--- config.mk ---
export PLATFORM = sky130hd
export DESIGN_NAME = maj_vote_seq
export DESIGN_NICKNAME = d
export VERILOG_FILES = /design/src/rtl/maj_pkg.sv /design/src/rtl/maj_vote_seq_popcnt.sv /design/src/rtl/maj_vote_seq.sv
export SDC_FILE = /design/constraint.sdc
export NUM_CORES = 1
export LEC_CHECK = 0
export BUFFER_PORTS_ARGS = -buffer_cell sky130_fd_sc_hd__buf_4
export CAP_MARGIN = 20
export CORE_ASPECT_RATIO = 0.9
export CORE_MARGIN = 3
export CORE_UTILIZATION = 59
export CTS_BUF_LIST = sky130_fd_sc_hd__clkbuf_8
export DETAILED_ROUTE_END_ITERATION = 6
export GPL_TIMING_DRIVEN = 1
export PLACE_DENSITY = 0.92
export SLEW_MARGIN = 20
export SYNTH_ARGS = -nofsm -noshare
export SYNTH_HDL_FRONTEND = slang
export SYNTH_SLANG_ARGS = --single-unit
--- constraint.sdc ---
create_clock -name clk -period 2.15 [get_ports clk]
set_input_delay 0.645 -clock clk [delete_from_list [all_inputs] [get_ports clk]]
set_output_delay 0.645 -clock clk [all_outputs]
set_load 0.02 [all_outputs]
--- src/rtl/maj_pkg.sv ---
// Shared definitions for the sequential majority voter: state encodings and
// legal parameter bounds, plus a helper used for elaboration-time checking.
package maj_pkg;

  typedef enum logic [1:0] {
    ST_FILL = 2'd1,
    ST_RUN  = 2'd2
  } state_e;

  localparam int unsigned N_MIN  = 3;
  localparam int unsigned N_MAX  = 15;
  localparam int unsigned D_MIN  = 1;
  localparam int unsigned D_MAX  = 31;
  localparam int unsigned TH_MIN = 1;
  localparam int unsigned TH_MAX = 15;

  function automatic bit params_ok(input int unsigned n, input int unsigned d,
                                   input int unsigned th);
    return (n % 2 == 1) && (n >= N_MIN) && (n <= N_MAX) &&
           (d % 2 == 1) && (d >= D_MIN) && (d <= D_MAX) &&
           (th >= TH_MIN) && (th <= TH_MAX);
  endfunction

endpackage

--- src/rtl/maj_vote_seq_popcnt.sv ---
// Combinational population count of a W-bit vector.
module popcnt #(
  parameter int unsigned W = 3
) (
  input  logic [W-1:0]         i_bits,
  output logic [$clog2(W+1)-1:0] o_count
);

  localparam int unsigned CW = $clog2(W+1);

  always_comb begin
    o_count = '0;
    for (int unsigned k = 0; k < W; k++) begin
      o_count = o_count + CW'(i_bits[k]);
    end
  end

endmodule

--- src/rtl/maj_vote_seq.sv ---
// Spatial majority over N voter channels followed by a temporal majority over
// the last D spatial results, with per-channel sticky disagreement faults.
module maj_vote_seq
  import maj_pkg::*;
#(
  parameter int unsigned N        = 3,
  parameter int unsigned D        = 5,
  parameter int unsigned FAULT_TH = 4
) (
  input  logic                     clk,
  input  logic                     rst_n,
  input  logic                     clr,
  input  logic                     in_valid,
  input  logic [N-1:0]             din,
  output logic                     out_valid,
  output logic                     out,
  output logic                     spatial,
  output logic [$clog2(N+1)-1:0]   count,
  output logic [N-1:0]             fault,
  output logic [1:0]               state
);

  localparam int unsigned CW = $clog2(N+1);
  localparam int unsigned WW = $clog2(D+1);
  localparam int unsigned FW = $clog2(D+1);
  localparam int unsigned TW = $clog2(FAULT_TH+1);
  localparam logic [CW-1:0] NHALF = CW'(N/2);
  localparam logic [WW-1:0] DHALF = WW'(D/2);
  localparam logic [TW-1:0] TH    = TW'(FAULT_TH);

  if (!params_ok(N, D, FAULT_TH)) begin : g_bad_params
    $error("maj_vote_seq: illegal parameters N=%0d D=%0d FAULT_TH=%0d", N, D, FAULT_TH);
  end

  state_e                   r_state, w_state_nxt;
  logic                     w_pulse;
  logic [FW-1:0]            r_fill;
  logic [D-1:0]             r_win, w_win_nxt;
  logic [CW-1:0]            w_pc;
  logic [WW-1:0]            w_wpc;
  logic                     w_sp;
  logic [N-1:0][TW-1:0]     r_dis, w_dis_nxt;
  logic [N-1:0]             w_hit;
  logic                     r_ov, r_out, r_spatial;
  logic [CW-1:0]            r_count;
  logic [N-1:0]             r_fault;

  popcnt #(.W(N)) u_din_pc (.i_bits(din),       .o_count(w_pc));
  popcnt #(.W(D)) u_win_pc (.i_bits(w_win_nxt), .o_count(w_wpc));

  assign w_sp = (w_pc > NHALF);

  if (D == 1) begin : g_win1
    assign w_win_nxt = w_sp;
  end else begin : g_winn
    assign w_win_nxt = {r_win[D-2:0], w_sp};
  end

  always_comb begin
    w_state_nxt = r_state;
    w_pulse     = 1'b0;
    if (clr) begin
      w_state_nxt = ST_FILL;
    end else if (in_valid) begin
      case (r_state)
        ST_FILL: if (r_fill == FW'(D-1)) begin
          w_state_nxt = ST_RUN;
          w_pulse     = 1'b1;
        end
        ST_RUN:  w_pulse = 1'b1;
        default: w_state_nxt = ST_FILL;
      endcase
    end
  end

  // A channel's counter uses the spatial result of the very sample it voted in.
  always_comb begin
    w_dis_nxt = '0;
    w_hit     = '0;
    for (int unsigned i = 0; i < N; i++) begin
      if (din[i] != w_sp) w_dis_nxt[i] = (r_dis[i] == TH) ? TH : r_dis[i] + 1'b1;
      w_hit[i] = (w_dis_nxt[i] == TH);
    end
  end

  always_ff @(posedge clk or negedge rst_n) begin
    if (!rst_n) r_state <= ST_FILL;
    else        r_state <= w_state_nxt;
  end

  always_ff @(posedge clk or negedge rst_n) begin
    if (!rst_n) begin
      r_ov      <= 1'b0;
      r_out     <= 1'b0;
      r_spatial <= 1'b0;
      r_count   <= '0;
      r_fault   <= '0;
      r_fill    <= '0;
      r_win     <= '0;
      r_dis     <= '0;
    end else begin
      r_ov <= w_pulse;
      if (clr) begin
        r_out     <= 1'b0;
        r_spatial <= 1'b0;
        r_count   <= '0;
        r_fault   <= '0;
        r_fill    <= '0;
        r_win     <= '0;
        r_dis     <= '0;
      end else if (in_valid) begin
        r_spatial <= w_sp;
        r_count   <= w_pc;
        r_win     <= w_win_nxt;
        r_dis     <= w_dis_nxt;
        r_fault   <= r_fault | w_hit;
        if (r_fill != FW'(D)) r_fill <= r_fill + 1'b1;
        if (w_pulse) r_out <= (w_wpc > DHALF);
      end
    end
  end

  assign out_valid = r_ov;
  assign out       = r_out;
  assign spatial   = r_spatial;
  assign count     = r_count;
  assign fault     = r_fault;
  assign state     = r_state;

endmodule

==> results.toml <==
[run_status]
run_status = "finished, final reports clean"

[grt]
overflow = 0
grt_pass1_vias = 1105
met3_usage_pct = 6.16
grt_util_met1_pct = 25.8
grt_max_degree = 32
grtUsageTotal_pct = 21.8
grt_pass1_wl_um = 4950
grt_busiest_layer = "met2"
antenna_found_initial = 0
grt_use_met2_pct = 38.3

[floorplanning]
initial_core_util_pct = 63.6
ios = 17
die_y_um = 52.6
core-area_um2 = 2240
die-area_um2 = 3040
die_w_um = 57.8
fp-row-count = 16

[route]
wirelength_um = 2750
via_per_inst = 5.65
post_drt_wl_per_cell_um = 15.0
vias = 1034
drc = 0
drt_iter0_drc = 27
antenna_left = 0
first_pass_iters = 4

[final_layout]
antenna_cells = 0
syn2layout_area_growth_pct = 16.7
nNetsFinal = 180
layout-drive-gt1-share_pct = 21.8
final_cell_area_um2 = 1660
layout.cells.non_filler = 183

[clock_tree]
clk_pin_slew_ns = 0.09
clk_path_buf_depth = 2
cts_tree = "yes"
clock_latency_ns = 0.27
cts_hold_buf = 0
cts_root_buf = "clkbuf_8"
htreeDepth = 1
cts-resized-gates = 0
clkSinkCount = 25
post_cts_buffers = 0
cts_buffers = 3

[timing]
tightest_slew_ns = 0.393
relSlewSlack_pct = 73.6
setup_violations = 0
timing.final.crit_share_pct = 95.2
fmax_mhz = 488
slew_viol_final = 0
rsz0062_at_grt = "false"
worst_slack_ns = 0.103
finalHoldViolCount = 0
period_needed_ns = 2.05
fin_worst_skew_ns = 0.00370

[pwr]
p_total_mw = 0.935
peakVddDrop_mv = 0.631
power.density_nw_per_um2 = 562
power.leakage_nw = 0.810

[synth]
ys_seq_area_share_pct = 43.9
syn_area_um2 = 1430
ys.warnings.count = 0
syn_area_per_cell_um2 = 10.6
ys_ff_latch = 25
yosys_most_used_dff = "dfrtp_1"
async_flop_share_pct = 100
synth_cell_types = 28
synth-edff-count = 0
synth_fp_nets = 157
syn_inst = 134

[critical_path]
critPathRequiredTime_ns = 2.35
cp-end-kind = "register"
crit_type = "register to register"
arrival_ns = 2.25
cp-start-kind = "register"
critPathMaxFanout = 4

[run]
maxCapViolations = 0

[place]
placed_area_um2 = 1620
dp.cells = 179
gp_congestion = 0.731
dp_slack_ns = -0.153
io_buffers = 16
post-dp-hpwl_um = 2020

[worst_hold_path]
holdCritPathClass = "primary input to asynchronous set/reset pin"
[final timing paths]
path,startpoint,to,cells after the start,slack (ns)
max,r_win[0]$_DFFE_PN0P_,out$_DFFE_PN0P_,5,0.10
min,rst_n,r_dis[2]$_DFFE_PN0P_,1,0.26
max reg2reg,r_win[0]$_DFFE_PN0P_,out$_DFFE_PN0P_,5,0.10
min reg2reg,fault[1]$_DFFE_PN0P_,fault[1]$_DFFE_PN0P_,2,0.50
max in group asynchronous,rst_n,state[0]$_DFFE_PN1P_,1,1.60
min in group clk,fault[1]$_DFFE_PN0P_,fault[1]$_DFFE_PN0P_,2,0.50
[per-layer routing]
metal	vias up	part of all wire, %
met5	-	0
met4	0	0.91
met3	4	5.5
met2	23	51
met1	507	43
li1	500	-
[through the flow]
step | setup TNS [ns] | hold WS (ns) | util (%)
2_1_floorplan | 0 | 0.349 | -
3_3_place_gp | -0.0910 | 0.470 | 72.2
3_5_place_dp | -0.176 | 0.470 | 72.2
4_1_cts | 0 | 0.267 | 74.2
5_1_grt | 0 | 0.264 | 74.2
6_report | 0 | 0.258 | 74.2
[sequential cells by signal, indices dropped and copies added (netlist names)]
register,flops
r_dis,9
fault,3
count,2
state,2
r_fill,3
out,1
r_win,4
out_valid,1
[placed cells by master, fill, tap and decap left out]
cell type and instances:
xor2_1 3, a31oi_1 1, xnor2_1 1, nor3_1 1, nor3b_1 1, inv_1 13, fa_2 2, o2111ai_1 3
and4b_1 2, mux2i_1 6, clkbuf_8 3, dfstp_2 1, nand2_1 1, ha_1 13, o21a_1 1, a21oi_1 15
nand3_1 6, or3b_2 1, nand2b_1 15, fa_1 1, a211o_1 1, buf_4 24, a21boi_0 1, nand3b_1 3
o41ai_2 3, nor2_1 9, o21ai_0 1, dfrtp_1 24
[power breakdown]
group | total [mW] | switching, mW | leakage, nW | internal [mW]
clock | 0.280 | 0.152 | 0.0269 | 0.128
sequential | 0.501 | 0.0155 | 0.340 | 0.485
combinational | 0.154 | 0.0840 | 0.443 | 0.0703
[critical path, cell delays in order (launching register included)]
cell	delay (ns)
dfrtp_1	0.44
fa_1	0.51
fa_2	0.36
ha_1	0.28
a211o_1	0.26
mux2i_1	0.13
[cell type report]
type	count	area, um2
clock buffer	3	41.3
clock inverter	1	3.75
fill	156	578
inverter	12	45.0
multi-input combinational	91	733
sequential	25	627
tap	27	33.8
timing repair buffer	24	180
[cell families after synthesis]
| family | count (synthesis) | synth area share, % |
|---|---|---|
| fa+ha+maj | 16 | 15.6 |
| xor+xnor | 4 | 2.46 |
| compound gates | 26 | 13.0 |
| flops | 25 | 43.9 |
| simple gates | 39 | 15.8 |
| mux | 6 | 4.21 |
| buf+inv | 18 | 5.00 |
[cell usage after synthesis (2+ instances only)]
cell | instances | area, um2
buf_2 | 3 | 15.0
and4b_1 | 2 | 20.0
nand2b_1 | 15 | 93.8
xor2_1 | 3 | 26.3
inv_1 | 12 | 45.0
dfrtp_1 | 24 | 601
nor2_1 | 9 | 33.8
o41ai_2 | 3 | 48.8
a21oi_1 | 15 | 75.1
nand3_1 | 6 | 30.0
clkbuf_1 | 2 | 7.51
nand3b_1 | 3 | 22.5
mux2i_1 | 6 | 60.1
ha_1 | 13 | 163
o2111ai_1 | 3 | 26.3
fa_1 | 3 | 60.1
Note: power is estimated with default switching activity, not from simulation.
